**src/rtl/mips_pipe_pkg.sv**
```systemverilog
// Shared types and constants for the MIPS pipeline MEM stage: FSM encodings,
// widths and the MEM/WB register payload with its bubble value.
package mips_pipe_pkg;

  localparam int unsigned WORD_W     = 32;
  localparam int unsigned REG_ADDR_W = 5;

  localparam logic [0:0] StIdle   = 1'b0;
  localparam logic [0:0] StAccess = 1'b1;

  typedef struct packed {
    logic [WORD_W-1:0]     read_data;
    logic [WORD_W-1:0]     alu_result;
    logic [REG_ADDR_W-1:0] reg_dest;
    logic                  mem_to_reg;
    logic                  reg_write;
  } memwb_t;

  // A bubble retires nothing: no register write, no memory-to-register select.
  localparam memwb_t MemwbBubble = '0;

  function automatic memwb_t memwb_pack(input logic [WORD_W-1:0]     read_data,
                                        input logic [WORD_W-1:0]     alu_result,
                                        input logic [REG_ADDR_W-1:0] reg_dest,
                                        input logic                  mem_to_reg,
                                        input logic                  reg_write);
    memwb_t r;
    r.read_data  = read_data;
    r.alu_result = alu_result;
    r.reg_dest   = reg_dest;
    r.mem_to_reg = mem_to_reg;
    r.reg_write  = reg_write;
    return r;
  endfunction

endpackage

```
**src/rtl/mem_access_stage_if.sv**
```systemverilog
// Data-memory req/ack bus between the MEM stage (master) and the data memory
// (slave). A request is held stable until ack.
interface mem_access_stage_if #(
  parameter int unsigned ADDR_W = 32
) ();
  import mips_pipe_pkg::*;

  logic              dmem_req;
  logic              dmem_we;
  logic [ADDR_W-1:0] dmem_addr;
  logic [WORD_W-1:0] dmem_wdata;
  logic [WORD_W-1:0] dmem_rdata;
  logic              dmem_ack;

  modport master (
    output dmem_req,
    output dmem_we,
    output dmem_addr,
    output dmem_wdata,
    input  dmem_rdata,
    input  dmem_ack
  );

  modport slave (
    input  dmem_req,
    input  dmem_we,
    input  dmem_addr,
    input  dmem_wdata,
    output dmem_rdata,
    output dmem_ack
  );

endinterface

```
**src/rtl/memwb_reg.sv**
```systemverilog
// MEM/WB pipeline register: loads the next payload every clock, or a bubble
// when the stage has nothing to retire.
module memwb_reg
  import mips_pipe_pkg::*;
(
  input  logic   clk,
  input  logic   rst,
  input  logic   bubble,
  input  memwb_t d,
  output memwb_t q
);

  always_ff @(posedge clk or negedge rst) begin
    if (!rst) begin
      q <= MemwbBubble;
    end else if (bubble) begin
      q <= MemwbBubble;
    end else begin
      q <= d;
    end
  end

endmodule

```
**src/rtl/mem_access_stage.sv**
```systemverilog
// MEM pipeline stage: branch resolution, req/ack data-memory access with
// timeout abort, and the MEM/WB register. Optional MEM_ALIGN_CHECK_EN rejects
// word accesses whose address low bits are non-zero.
module mem_access_stage
  import mips_pipe_pkg::*;
#(
  parameter int unsigned TIMEOUT_CYCLES = 16,
  parameter int unsigned ADDR_W         = 32
) (
  input  logic                  clk,
  input  logic                  rst,

  input  logic                  in_valid,
  input  logic                  EXtoMEM_zero,
  input  logic [WORD_W-1:0]     EXtoMEM_ALUresult,
  input  logic [WORD_W-1:0]     EXtoMEM_WriteData,
  input  logic [WORD_W-1:0]     EXtoMEM_Branch_Addr,
  input  logic [REG_ADDR_W-1:0] EXtoMEM_RegDest,
  input  logic                  MEM_Branch,
  input  logic                  MEM_MemRead,
  input  logic                  MEM_MemWrite,
  input  logic                  MEM_MemtoReg,
  input  logic                  MEM_RegWrite,

  mem_access_stage_if.master    dmem,

  output logic                  mem_stall,
  output logic                  PCSrc,
  output logic [WORD_W-1:0]     branch_target,
  output logic                  mem_err,

  output logic [WORD_W-1:0]     MEMtoWB_ReadData,
  output logic [WORD_W-1:0]     MEMtoWB_ALUresult,
  output logic [REG_ADDR_W-1:0] MEMtoWB_RegDest,
  output logic                  WB_MemtoReg,
  output logic                  WB_RegWrite
);

  localparam int unsigned       CntW   = $clog2(TIMEOUT_CYCLES) + 1;
  localparam logic [CntW-1:0]   CntMax = CntW'(TIMEOUT_CYCLES - 1);

  logic [0:0]        state_q, state_d;
  logic [CntW-1:0]   cnt_q, cnt_d;
  logic              req_q, req_d;
  logic              we_q, we_d;
  logic [ADDR_W-1:0] addr_q, addr_d;
  logic [WORD_W-1:0] wdata_q, wdata_d;
  logic              err_q, err_d;

  logic              access;
  logic              misaligned;
  logic              wb_bubble;
  memwb_t            wb_d, wb_q;

  assign access = in_valid & (MEM_MemRead | MEM_MemWrite);

`ifdef MEM_ALIGN_CHECK_EN
  assign misaligned = access & (|EXtoMEM_ALUresult[1:0]);
`else
  assign misaligned = 1'b0;
`endif

  always_comb begin
    state_d   = state_q;
    cnt_d     = cnt_q;
    req_d     = req_q;
    we_d      = we_q;
    addr_d    = addr_q;
    wdata_d   = wdata_q;
    err_d     = err_q;
    wb_bubble = 1'b0;
    mem_stall = 1'b0;
    wb_d      = memwb_pack('0, EXtoMEM_ALUresult, EXtoMEM_RegDest,
                           in_valid & MEM_MemtoReg, in_valid & MEM_RegWrite);

    unique case (state_q)
      StIdle: begin
        if (misaligned) begin
          err_d     = 1'b1;
          wb_bubble = 1'b1;
        end else if (access) begin
          mem_stall = 1'b1;
          req_d     = 1'b1;
          we_d      = MEM_MemWrite;
          addr_d    = EXtoMEM_ALUresult[ADDR_W-1:0];
          wdata_d   = EXtoMEM_WriteData;
          cnt_d     = '0;
          state_d   = StAccess;
          wb_bubble = 1'b1;
        end
      end
      StAccess: begin
        // Request is always high here, so ack needs no further qualification.
        if (dmem.dmem_ack) begin
          req_d   = 1'b0;
          state_d = StIdle;
          if (!MEM_MemWrite) begin
            wb_d.read_data = dmem.dmem_rdata;
          end
        end else if (cnt_q == CntMax) begin
          req_d     = 1'b0;
          err_d     = 1'b1;
          wb_bubble = 1'b1;
          state_d   = StIdle;
        end else begin
          mem_stall = 1'b1;
          cnt_d     = cnt_q + CntW'(1);
          wb_bubble = 1'b1;
        end
      end
      default: begin
        state_d = StIdle;
      end
    endcase
  end

  always_ff @(posedge clk or negedge rst) begin
    if (!rst) begin
      state_q <= StIdle;
      cnt_q   <= '0;
      req_q   <= 1'b0;
      we_q    <= 1'b0;
      addr_q  <= '0;
      wdata_q <= '0;
      err_q   <= 1'b0;
    end else begin
      state_q <= state_d;
      cnt_q   <= cnt_d;
      req_q   <= req_d;
      we_q    <= we_d;
      addr_q  <= addr_d;
      wdata_q <= wdata_d;
      err_q   <= err_d;
    end
  end

  memwb_reg u_memwb_reg (
    .clk    (clk),
    .rst    (rst),
    .bubble (wb_bubble),
    .d      (wb_d),
    .q      (wb_q)
  );

  // Branches resolve only while no memory access is outstanding.
  assign PCSrc         = (state_q == StIdle) & in_valid & MEM_Branch & EXtoMEM_zero;
  assign branch_target = EXtoMEM_Branch_Addr;
  assign mem_err       = err_q;

  assign dmem.dmem_req   = req_q;
  assign dmem.dmem_we    = we_q;
  assign dmem.dmem_addr  = addr_q;
  assign dmem.dmem_wdata = wdata_q;

  assign MEMtoWB_ReadData  = wb_q.read_data;
  assign MEMtoWB_ALUresult = wb_q.alu_result;
  assign MEMtoWB_RegDest   = wb_q.reg_dest;
  assign WB_MemtoReg       = wb_q.mem_to_reg;
  assign WB_RegWrite       = wb_q.reg_write;

endmodule

```
**src/flat_wrapper.sv**
```systemverilog
// flat-port wrapper written by rule: the top's interface ports become plain ports
module mem_access_stage_flat import mips_pipe_pkg::*;
#(
  parameter int unsigned TIMEOUT_CYCLES = 16,
  parameter int unsigned ADDR_W         = 32
)
  (clk, rst, in_valid, EXtoMEM_zero, EXtoMEM_ALUresult, EXtoMEM_WriteData, EXtoMEM_Branch_Addr, EXtoMEM_RegDest, MEM_Branch, MEM_MemRead, MEM_MemWrite, MEM_MemtoReg, MEM_RegWrite, mem_stall, PCSrc, branch_target, mem_err, MEMtoWB_ReadData, MEMtoWB_ALUresult, MEMtoWB_RegDest, WB_MemtoReg, WB_RegWrite, dmem_dmem_req, dmem_dmem_we, dmem_dmem_addr, dmem_dmem_wdata, dmem_dmem_rdata, dmem_dmem_ack);
  mem_access_stage_if #(.ADDR_W(ADDR_W)) dmem_i ();
  input  logic clk;
  input  logic rst;
  input  logic in_valid;
  input  logic EXtoMEM_zero;
  input  logic [WORD_W-1:0] EXtoMEM_ALUresult;
  input  logic [WORD_W-1:0] EXtoMEM_WriteData;
  input  logic [WORD_W-1:0] EXtoMEM_Branch_Addr;
  input  logic [REG_ADDR_W-1:0] EXtoMEM_RegDest;
  input  logic MEM_Branch;
  input  logic MEM_MemRead;
  input  logic MEM_MemWrite;
  input  logic MEM_MemtoReg;
  input  logic MEM_RegWrite;
  output logic mem_stall;
  output logic PCSrc;
  output logic [WORD_W-1:0] branch_target;
  output logic mem_err;
  output logic [WORD_W-1:0] MEMtoWB_ReadData;
  output logic [WORD_W-1:0] MEMtoWB_ALUresult;
  output logic [REG_ADDR_W-1:0] MEMtoWB_RegDest;
  output logic WB_MemtoReg;
  output logic WB_RegWrite;
  output wire logic [$bits(dmem_i.dmem_req)-1:0] dmem_dmem_req;
  output wire logic [$bits(dmem_i.dmem_we)-1:0] dmem_dmem_we;
  output wire logic [$bits(dmem_i.dmem_addr)-1:0] dmem_dmem_addr;
  output wire logic [$bits(dmem_i.dmem_wdata)-1:0] dmem_dmem_wdata;
  input wire logic [$bits(dmem_i.dmem_rdata)-1:0] dmem_dmem_rdata;
  input wire logic [$bits(dmem_i.dmem_ack)-1:0] dmem_dmem_ack;
  assign dmem_dmem_req = dmem_i.dmem_req;
  assign dmem_dmem_we = dmem_i.dmem_we;
  assign dmem_dmem_addr = dmem_i.dmem_addr;
  assign dmem_dmem_wdata = dmem_i.dmem_wdata;
  assign dmem_i.dmem_rdata = dmem_dmem_rdata;
  assign dmem_i.dmem_ack = dmem_dmem_ack;
  mem_access_stage #(.TIMEOUT_CYCLES(TIMEOUT_CYCLES), .ADDR_W(ADDR_W)) u_core (.clk(clk), .rst(rst), .in_valid(in_valid), .EXtoMEM_zero(EXtoMEM_zero), .EXtoMEM_ALUresult(EXtoMEM_ALUresult), .EXtoMEM_WriteData(EXtoMEM_WriteData), .EXtoMEM_Branch_Addr(EXtoMEM_Branch_Addr), .EXtoMEM_RegDest(EXtoMEM_RegDest), .MEM_Branch(MEM_Branch), .MEM_MemRead(MEM_MemRead), .MEM_MemWrite(MEM_MemWrite), .MEM_MemtoReg(MEM_MemtoReg), .MEM_RegWrite(MEM_RegWrite), .dmem(dmem_i), .mem_stall(mem_stall), .PCSrc(PCSrc), .branch_target(branch_target), .mem_err(mem_err), .MEMtoWB_ReadData(MEMtoWB_ReadData), .MEMtoWB_ALUresult(MEMtoWB_ALUresult), .MEMtoWB_RegDest(MEMtoWB_RegDest), .WB_MemtoReg(WB_MemtoReg), .WB_RegWrite(WB_RegWrite));
endmodule
```
**config.mk**
```make
export PLATFORM = sky130hd
export DESIGN_NAME = mem_access_stage_flat
export DESIGN_NICKNAME = d
export VERILOG_FILES = /design/src/rtl/mips_pipe_pkg.sv /design/src/rtl/mem_access_stage_if.sv /design/src/rtl/memwb_reg.sv /design/src/rtl/mem_access_stage.sv /design/src/flat_wrapper.sv
export SDC_FILE = /design/constraint.sdc
export NUM_CORES = 1
export LEC_CHECK = 0
export BUFFER_PORTS_ARGS = -buffer_cell sky130_fd_sc_hd__clkbuf_2
export CAP_MARGIN = 30
export CORE_AREA = 2 2 142 144
export DETAILED_ROUTE_END_ITERATION = 8
export DIE_AREA = 0 0 144 146
export PLACE_DENSITY = 0.63
export SLEW_MARGIN = 25
export SYNTH_ARGS = -nofsm -noshare
export SYNTH_HDL_FRONTEND = slang
export SYNTH_SLANG_ARGS = --single-unit
```
**constraint.sdc**
```tcl
create_clock -name clk -period 1.9 [get_ports clk]
set_input_delay 0.285 -clock clk [delete_from_list [all_inputs] [get_ports clk]]
set_output_delay 0.285 -clock clk [all_outputs]
set_load 0.05 [all_outputs]
```
======== After elaboration in Yosys (flattened, before gate mapping) ========
Index checks and enable logic that the tools add are counted.
cells by class
  bitwise logic cells ..................... 8
  add/subtract/negate cells ............... 1
  muxes and demuxes ....................... 21
  eq/ne operators ......................... 6
  reduce and logical (&&, ||, !) cells .... 4
operators by type and width
  cell                                                                    number
  32-bit two-way mux                                                      3
  71-bit two-way mux                                                      1
  5-bit two-way mux                                                       3
  1-bit two-way mux                                                       10
  5-bit case mux with 2 select lines                                      1
  1-bit bitwise AND                                                       6
  2-bit != test (second input constant)                                   3
  1-bit case mux with 2 select lines                                      3
  3-bit AND reduction                                                     2
  5-bit by 1-bit adder with 5-bit output (second input constant)          1
  5-bit by 4-bit equality test with 1-bit output (second input constant)  1
  2-bit AND reduction                                                     2
  3-bit != test (second input constant)                                   1
  2-bit by 1-bit != test with 1-bit output (second input constant)        1
  1-bit NOT                                                               1
  1-bit bitwise OR                                                        1
storage, ports and cells
  word-level logic and storage cells ...... 52
  input bits .............................. 143
  register bits ........................... 144

======== Longest topological paths before layout ========
Gate-level depths: netlist (run 1).
  word-level depth ........................ 5
  gate-level depth with buffers ........... 7

======== By module ========
A second synthesis (run 1) with hierarchy kept.
unflattened totals
  cells, all modules ...................... 404
  area, all modules ....................... 5856.9 µm²
by module, submodules not included
  module            times used  sequential area each (µm²)  area an instance (µm²)  cells each
  mem_access_stage  1           1826.8                      3601.0                  255
  memwb_reg         1           1776.7                      2255.9                  149

======== Worst setup path after synthesis (run 1) ========
No wires, ideal clock.
  path type ............................... reg-to-reg
  start ................................... register u_core.cnt_q[0]
  end ..................................... register u_core.cnt_q[3]
  stages on the path, launching flop included .. 8
  setup time .............................. 0.145 ns
  slack ................................... -0.179 ns
  path buffers ............................ 0
  arrival ................................. 1.933 ns
  path through ............................ dfrtp_1 -> ha_1 -> and3_1 -> ha_1 -> nor3b_1 -> a21oi_1 -> inv_1 -> o221ai_1
between the ends
  cells in the longest elaborated chain, start to end .. 4
RTL lines
  element                                 RTL line                 text
  start: declaration                      mem_access_stage.sv:43   logic [CntW-1:0] cnt_q, cnt_d;
  start signal: assignment                mem_access_stage.sv:128  cnt_q <= cnt_d;
  5-bit by 1-bit adder with 5-bit output  mem_access_stage.sv:107  cnt_d = cnt_q + CntW'(1);
  5-bit two-way mux                       mem_access_stage.sv:100  end else if (cnt_q == CntMax) begin
  5-bit two-way mux                       mem_access_stage.sv:94   if (dmem.dmem_ack) begin
  5-bit case mux with 2 select lines      mem_access_stage.sv:76   unique case (state_q)
Several ways; a longest one is shown, not always the timed one. The select of a mux whose other input is x is not followed.
A chain may end at the register's enable or synchronous reset.

======== Final worst setup path (run 1) ========
  start ................................... register u_core.cnt_q[0]
  end ..................................... output port mem_stall
between the ends
  cells in the longest elaborated chain, start to end .. 4
RTL lines
  element                                         RTL line                 text
  5-bit by 4-bit equality test with 1-bit output  mem_access_stage.sv:100
  1-bit two-way mux                               mem_access_stage.sv:100
  1-bit two-way mux                               mem_access_stage.sv:94
  1-bit case mux with 2 select lines              mem_access_stage.sv:76
  end: declaration                                flat_wrapper.sv:22       output logic mem_stall;
No other way between the ends.

==> key figures, run 1 <==
Timing
  • RSZ-0062 raised after global routing: true
  • Crit path setup slack, layout: -202 ps
  • Min Tclk post-route: 2100 ps
  • Rel. slew slack: 0.770
  • FMAX: 476 MHz
  • Final worst-path cycle share: 1.11
  • Final Slew Violations: 0
  • Tightest Pin Transition: 345 ps
  • Skew final: 8.30 ps
  • Number of setup violations in the final report: 1
  • Final Hold Viols: 0

Final layout
  • Post-route cell area: 7640 um^2
  • Share of layout cells above drive strength 1: 0.607
  • Multi-input logic area: 1550 um^2
  • Fillers: 1894
  • Final #Nets: 750
  • FF+latch area: 3600 um^2
  • Area delta synth->final: 38.3%

GRT
  • Gr ovfl total: 0
  • First-pass GRT wire length: 20.1 mm
  • All-layer global routing usage: 0.128
  • Largest net degree at the start of global routing: 52
  • Number of global-route vias before repair: 3680
  • Initial antenna violation count: 2

Detailed routing
  • DR WL/cell: 15.2 um
  • Final ANT Viol Nets: 0
  • DRC: 0
  • Vias: 3564
  • Total Wirelength: 13.5 mm
  • DR iter-0 viols: 136
  • TritonRoute pass-1 iters: 4
  • Drt via density: 4.03

Synth
  • Synth Warn #: 0
  • Post-synthesis sequential area ratio: 0.652
  • Top-area cell type share of the netlist area: 0.652
  • Syn Std Cell Area: 5520 um^2
  • Synth unique cells: 28
  • Yosys top cell by area: dfrtp_1
  • Syn nets: 506
  • Yosys reg bits: 144
  • Syn Inst Count: 361
  • Mean post-synth cell area: 15.3 um^2
  • Most area-consuming cells after synthesis: dfrtp_1 65%, mux2_4 11%, and2_1 7.8%

Worst setup path
  • Critical path class: flip-flop to output pin
  • CP max stage delay: 380 ps
  • Critical Path End Type: output pin
  • CP Data Arrival Time: 1820 ps
  • Buf+Inv Stages, Crit Path: 2
  • CP Cell Sequence: ha_2, and3_4, ha_4, nor3b_4, a21oi_2, inv_2, buf_12
  • Worst-path fanout max: 2
  • Critical Path RT: 1620 ps
  • Crit-path slowest cell: dfrtp_1
  • Crit start category: flip-flop
  • Cell family with most CP delay: flip-flops

Clock network
  • Maximum clock path buffer count: 2
  • H-tree levels: 4
  • Reg clk slew, reported paths: 60 ps
  • CTS root buf: clkbuf_16
  • Clock Latency Late Sink: 410 ps
  • CTS sink count: 144
  • Total CTS buffers: 17
  • CTS tree: done

Power
  • Peak supply drop: 0.000552 V
  • Pwr Total: 10.4 mW
  • Pwr dens: 1360 nW/um^2
  • Pleak: 3.99 nW

Flow run
  • Max cap viols: 0

Die
  • Initial Util: 0.286
  • # rows: 51
  • Die W: 144 um
  • I/O pin count: 315
  • DIE HEIGHT: 146 um
  • Core area: 19300 um^2
  • Die area: 21000 um^2

Placed design
  • IO Port Bufs: 250
  • DP HPWL: 9.98 mm
  • Gpl congestion: 0.755
  • DP Area: 6910 um^2

Run status
  • Status: finished with violations
  • Violated checks: negative setup slack

Worst hold path
  • Hold Crit Class: input port to flip-flop
per-stage QoR:
step | hold slack [ps] | util | std cells | setup slack, ps | TNS, ps
2_1_floorplan | -10.6 | - | 361 | 85.2 | 0
3_3_place_gp | 207 | 0.358 | 842 | 68.7 | 0
3_5_place_dp | 205 | 0.358 | 842 | 40.9 | 0
4_1_cts | 51.3 | 0.394 | 881 | -236 | -236
5_1_grt | 52.7 | 0.395 | 884 | -308 | -308
6_report | 71.6 | 0.395 | 884 | -202 | -202
repair_timing:
| item | in CTS | in global routing |
|---|---|---|
| hold buffers | 1 | 0 |
| gates resized for setup | 6 | 0 |
| pin swaps | 3 | 2 |
| setup buffers | 6 | 2 |
| endpoints found under the hold margin | 30 | 0 |
| setup endpoints to repair | 1 | 1 |
cell type report:
class                   instances  area share
diodes                          1    0.000328
inverters                       3     0.00147
well taps                     265      0.0434
clock buffers                  21      0.0616
repair buffers                272       0.198
flip-flops and latches        144       0.472
multi-input cells             167       0.203
clock inverters                11      0.0200
path summary, 6_finish.rpt:
check / start / end / slack, ps / cells past startpoint
max: u_core.cnt_q[0]$_DFFE_PN0P_ / mem_stall / -200 / 7
min: dmem_dmem_rdata[24] / u_core.u_memwb_reg.q[63]$_DFF_PN0_ / 70 / 2
max reg2reg: u_core.cnt_q[0]$_DFFE_PN0P_ / u_core.cnt_q[2]$_DFFE_PN0P_ / 190 / 8
min reg2reg: u_core.mem_err$_DFFE_PN0P_ / u_core.mem_err$_DFFE_PN0P_ / 460 / 1
max in group asynchronous: rst / u_core.u_memwb_reg.q[59]$_DFF_PN0_ / 970 / 3
min in group asynchronous: rst / u_core.u_memwb_reg.q[15]$_DFF_PN0_ / 350 / 2
cells in the final DEF, fill, tap and decap left out, types with 2 or more instances in the layout:
master and count:
inv_6 3, and2_1 69, clkbuf_2 248, clkbuf_8 3
o21ai_0 4, clkinvlp_4 3, mux2_4 39, dfrtp_1 144
clkbuf_16 17, nor2b_1 3, nand2_1 6, inv_1 2
buf_12 7, mux2_2 26, buf_4 15, and3_1 4
a21o_1 2, bufinv_16 3
worst register-to-register path, cell delays in order, from the launching register on:
cell	delay, ps
dfrtp_1	380
ha_2	200
and3_4	160
ha_4	160
nor3b_4	190
a21oi_2	70
buf_4	160
o21ai_0	160
o21ai_0	100
cells in the mapped netlist:
cell and n:
buf_4 32, or2_1 1, and3_1 5, nor2_1 1
nand2b_1 1, mux2_2 26, buf_12 5, and2_1 69
and2_4 1, o22ai_1 1, dfrtp_1 144, nor3b_1 1
nor2b_1 3, clkbuf_2 2, mux2_4 39, buf_2 2
nand2_1 6, nand3_1 1, buf_6 1, nor2_4 1
clkbuf_1 5, inv_1 3, a21o_1 2, ha_1 2
o21ai_0 4, o221ai_1 1, nand4_1 1, a21oi_1 1
per-layer routing:
layer  GRT usage  vias up  routed length, um
met5           0        -                 13
met4      0.0681        2                369
met3      0.0540       35               1230
met2       0.215      175               6710
met1       0.135     1708               5140
li1            -     1644                  -
flip-flops by register name (all words and copies together), names as in the netlist:
signal and flops:
u_core.dmem.dmem_addr 32, u_core.dmem.dmem_wdata 32, u_core.dmem.dmem_req 1, u_core.mem_err 1, u_core.dmem.dmem_we 1, u_core.u_memwb_reg.q 71, u_core.cnt_q 5, u_core.state_q 1
power breakdown:
group / switching (mW) / internal (mW)
sequential: 0.229 / 3.54
combinational: 2.24 / 0.948
clock: 1.29 / 2.18
total: 3.76 / 6.67
kinds of logic after synthesis:
group	share of synthesized area
AO/OA/AOI/OAI	0.00997
adder cells (fa/ha/maj)	0.00453
buffers and inverters	0.0727
flip-flops	0.652
multiplexers	0.159
AND/OR/NAND/NOR	0.101
(Power assumes the default switching activity.)
==> run 2, diff against run 1 <==
CELL_PAD_IN_SITES_DETAIL_PLACEMENT = 1   (was unset)
CELL_PAD_IN_SITES_GLOBAL_PLACEMENT = 1   (was unset)
CORE_AREA = 2 2 131 133   (was 2 2 142 144)
DIE_AREA = 0 0 133 135   (was 0 0 144 146)
PLACE_DENSITY = 0.87   (was 0.63)
==> key figures, run 2 (synthesized netlist as in run 1, its figures left out) <==
Placed design
  • Gpl congestion: 0.830
  • Dpl ws: -40.3 ps
  • Post-Place Cells: 790
  • DP HPWL: 10.9 mm
  • DP Area: 6780 um^2
  • IO Port Bufs: 250

Final layout
  • Most frequent cells in the layout: 247 x clkbuf_2, 144 x dfrtp_1, 69 x and2_1
  • Area delta synth->final: 36.5%
  • Commonest non-fill, non-tap cell in the layout: clkbuf_2
  • Multi-input logic area: 1560 um^2
  • Largest register FFs: 71
  • Post-route cell area: 7540 um^2
  • Final #Nets: 746
  • N_diodes: 0
  • Fin cells: 833
  • FF+latch area: 3600 um^2
  • Largest Register: u_core.u_memwb_reg.q
  • Fillers: 1751
  • Share of layout cells above drive strength 1: 0.607

Timing
  • Tightest Pin Transition: 780 ps
  • Final Hold Viols: 0
  • RSZ-0062 raised after global routing: true
  • Hold WS: 85.2 ps
  • Crit path setup slack, layout: -211 ps
  • Final Slew Violations: 0
  • FMAX: 474 MHz
  • Rel. slew slack: 0.479
  • Final worst-path cycle share: 1.11
  • Skew final: 6.42 ps
  • Min Tclk post-route: 2110 ps
  • Number of setup violations in the final report: 1

Clock network
  • Clock Latency Late Sink: 410 ps
  • CTS sink count: 144
  • Total CTS buffers: 17
  • H-tree levels: 4
  • CTS root buf: clkbuf_16
  • Reg clk slew, reported paths: 60 ps
  • CTS tree: done
  • Maximum clock path buffer count: 2

Worst setup path
  • CP max stage delay: 390 ps
  • CP Data Arrival Time: 1830 ps
  • CP Cell Sequence: ha_2, and3_4, ha_4, nor3b_4, a21oi_2, inv_2, buf_12
  • Critical Path RT: 1620 ps
  • Crit-path slowest cell: dfrtp_1
  • Critical Path End Type: output pin
  • Worst-path fanout max: 2
  • Critical path class: flip-flop to output pin
  • Crit start category: flip-flop

Detailed routing
  • Final ANT Viol Nets: 0
  • Drt via density: 4.41
  • DR iter-0 viols: 75
  • Total Wirelength: 14.7 mm
  • Vias: 3675
  • DR WL/cell: 17.6 um
  • TritonRoute pass-1 iters: 4
  • DRC: 0

Run status
  • Status: finished with violations
  • Violated checks: negative setup slack

Power
  • Peak supply drop: 0.000563 V
  • Pwr dens: 1390 nW/um^2
  • Pleak: 3.98 nW
  • Pwr Total: 10.5 mW

GRT
  • Gr ovfl total: 0
  • Largest net degree at the start of global routing: 64
  • Initial antenna violation count: 0
  • Number of global-route vias before repair: 4363
  • First-pass GRT wire length: 23.1 mm
  • All-layer global routing usage: 0.167

Die
  • Core area: 16400 um^2
  • Die area: 18000 um^2
  • I/O pin count: 315
  • # rows: 47
  • Die W: 133 um
  • DIE HEIGHT: 135 um
  • Initial Util: 0.337

Worst hold path
  • Hold Crit Class: input port to flip-flop

Flow run
  • Max cap viols: 0
run 2: where the power goes:
part           total (mW)  switching, mW  internal (mW)
Sequential           3.80          0.261           3.54
Clock                3.50           1.27           2.23
Combinational        3.19           2.26          0.933
Total                10.5           3.79           6.71
run 2: final cells by class:
class	count	area share
timing repair buffer	268	0.195
sequential	144	0.478
tap	220	0.0365
inverter	3	0.00149
clock buffer	18	0.0583
clock inverter	13	0.0244
multi-input combinational	167	0.206
run 2: worst max-delay path: cells and delay by family, from the launching register on:
family,cells,cell delay [ps]
compound gates,1,80
fa+ha+maj,2,370
buf+inv,2,230
flops,1,390
simple gates,2,350
run 2: metrics by stage:
stage | TNS (ps) | util
finish | -211 | 0.459
global route | -287 | 0.459
CTS | -379 | 0.461
detailed placement | -40.3 | 0.413
global placement | 0 | 0.413
floorplan | 0 | -
run 2: timing repair:
action | 4_1_cts | 5_1_grt
pin swaps | 5 | 2
endpoints found under the hold margin | 35 | 0
hold buffers | 1 | 0
setup buffers | 12 | 3
setup endpoints to repair | 1 | 5
gates resized for setup | 14 | 2
run 2: path summary, 6_finish.rpt:
check / from / end / slack, ps / cells after the start
max in group asynchronous: rst / u_core.dmem.dmem_addr[11]$_DFFE_PN0P_ / 860 / 3
setup / recovery: u_core.cnt_q[0]$_DFFE_PN0P_ / mem_stall / -210 / 7
hold reg to reg: u_core.mem_err$_DFFE_PN0P_ / u_core.mem_err$_DFFE_PN0P_ / 470 / 1
min in group asynchronous: rst / u_core.dmem.dmem_addr[31]$_DFFE_PN0P_ / 360 / 2
setup reg to reg: u_core.cnt_q[0]$_DFFE_PN0P_ / u_core.cnt_q[3]$_DFFE_PN0P_ / 130 / 10
hold / removal: dmem_dmem_rdata[0] / u_core.u_memwb_reg.q[39]$_DFF_PN0_ / 90 / 2
run 2: routing by layer:
metal	wire length [um]	vias to the layer above	GRT usage
met5	0	-	0
met4	380	0	0.0669
met3	1180	35	0.0597
met2	7820	190	0.303
met1	5300	1827	0.176
li1	-	1623	-
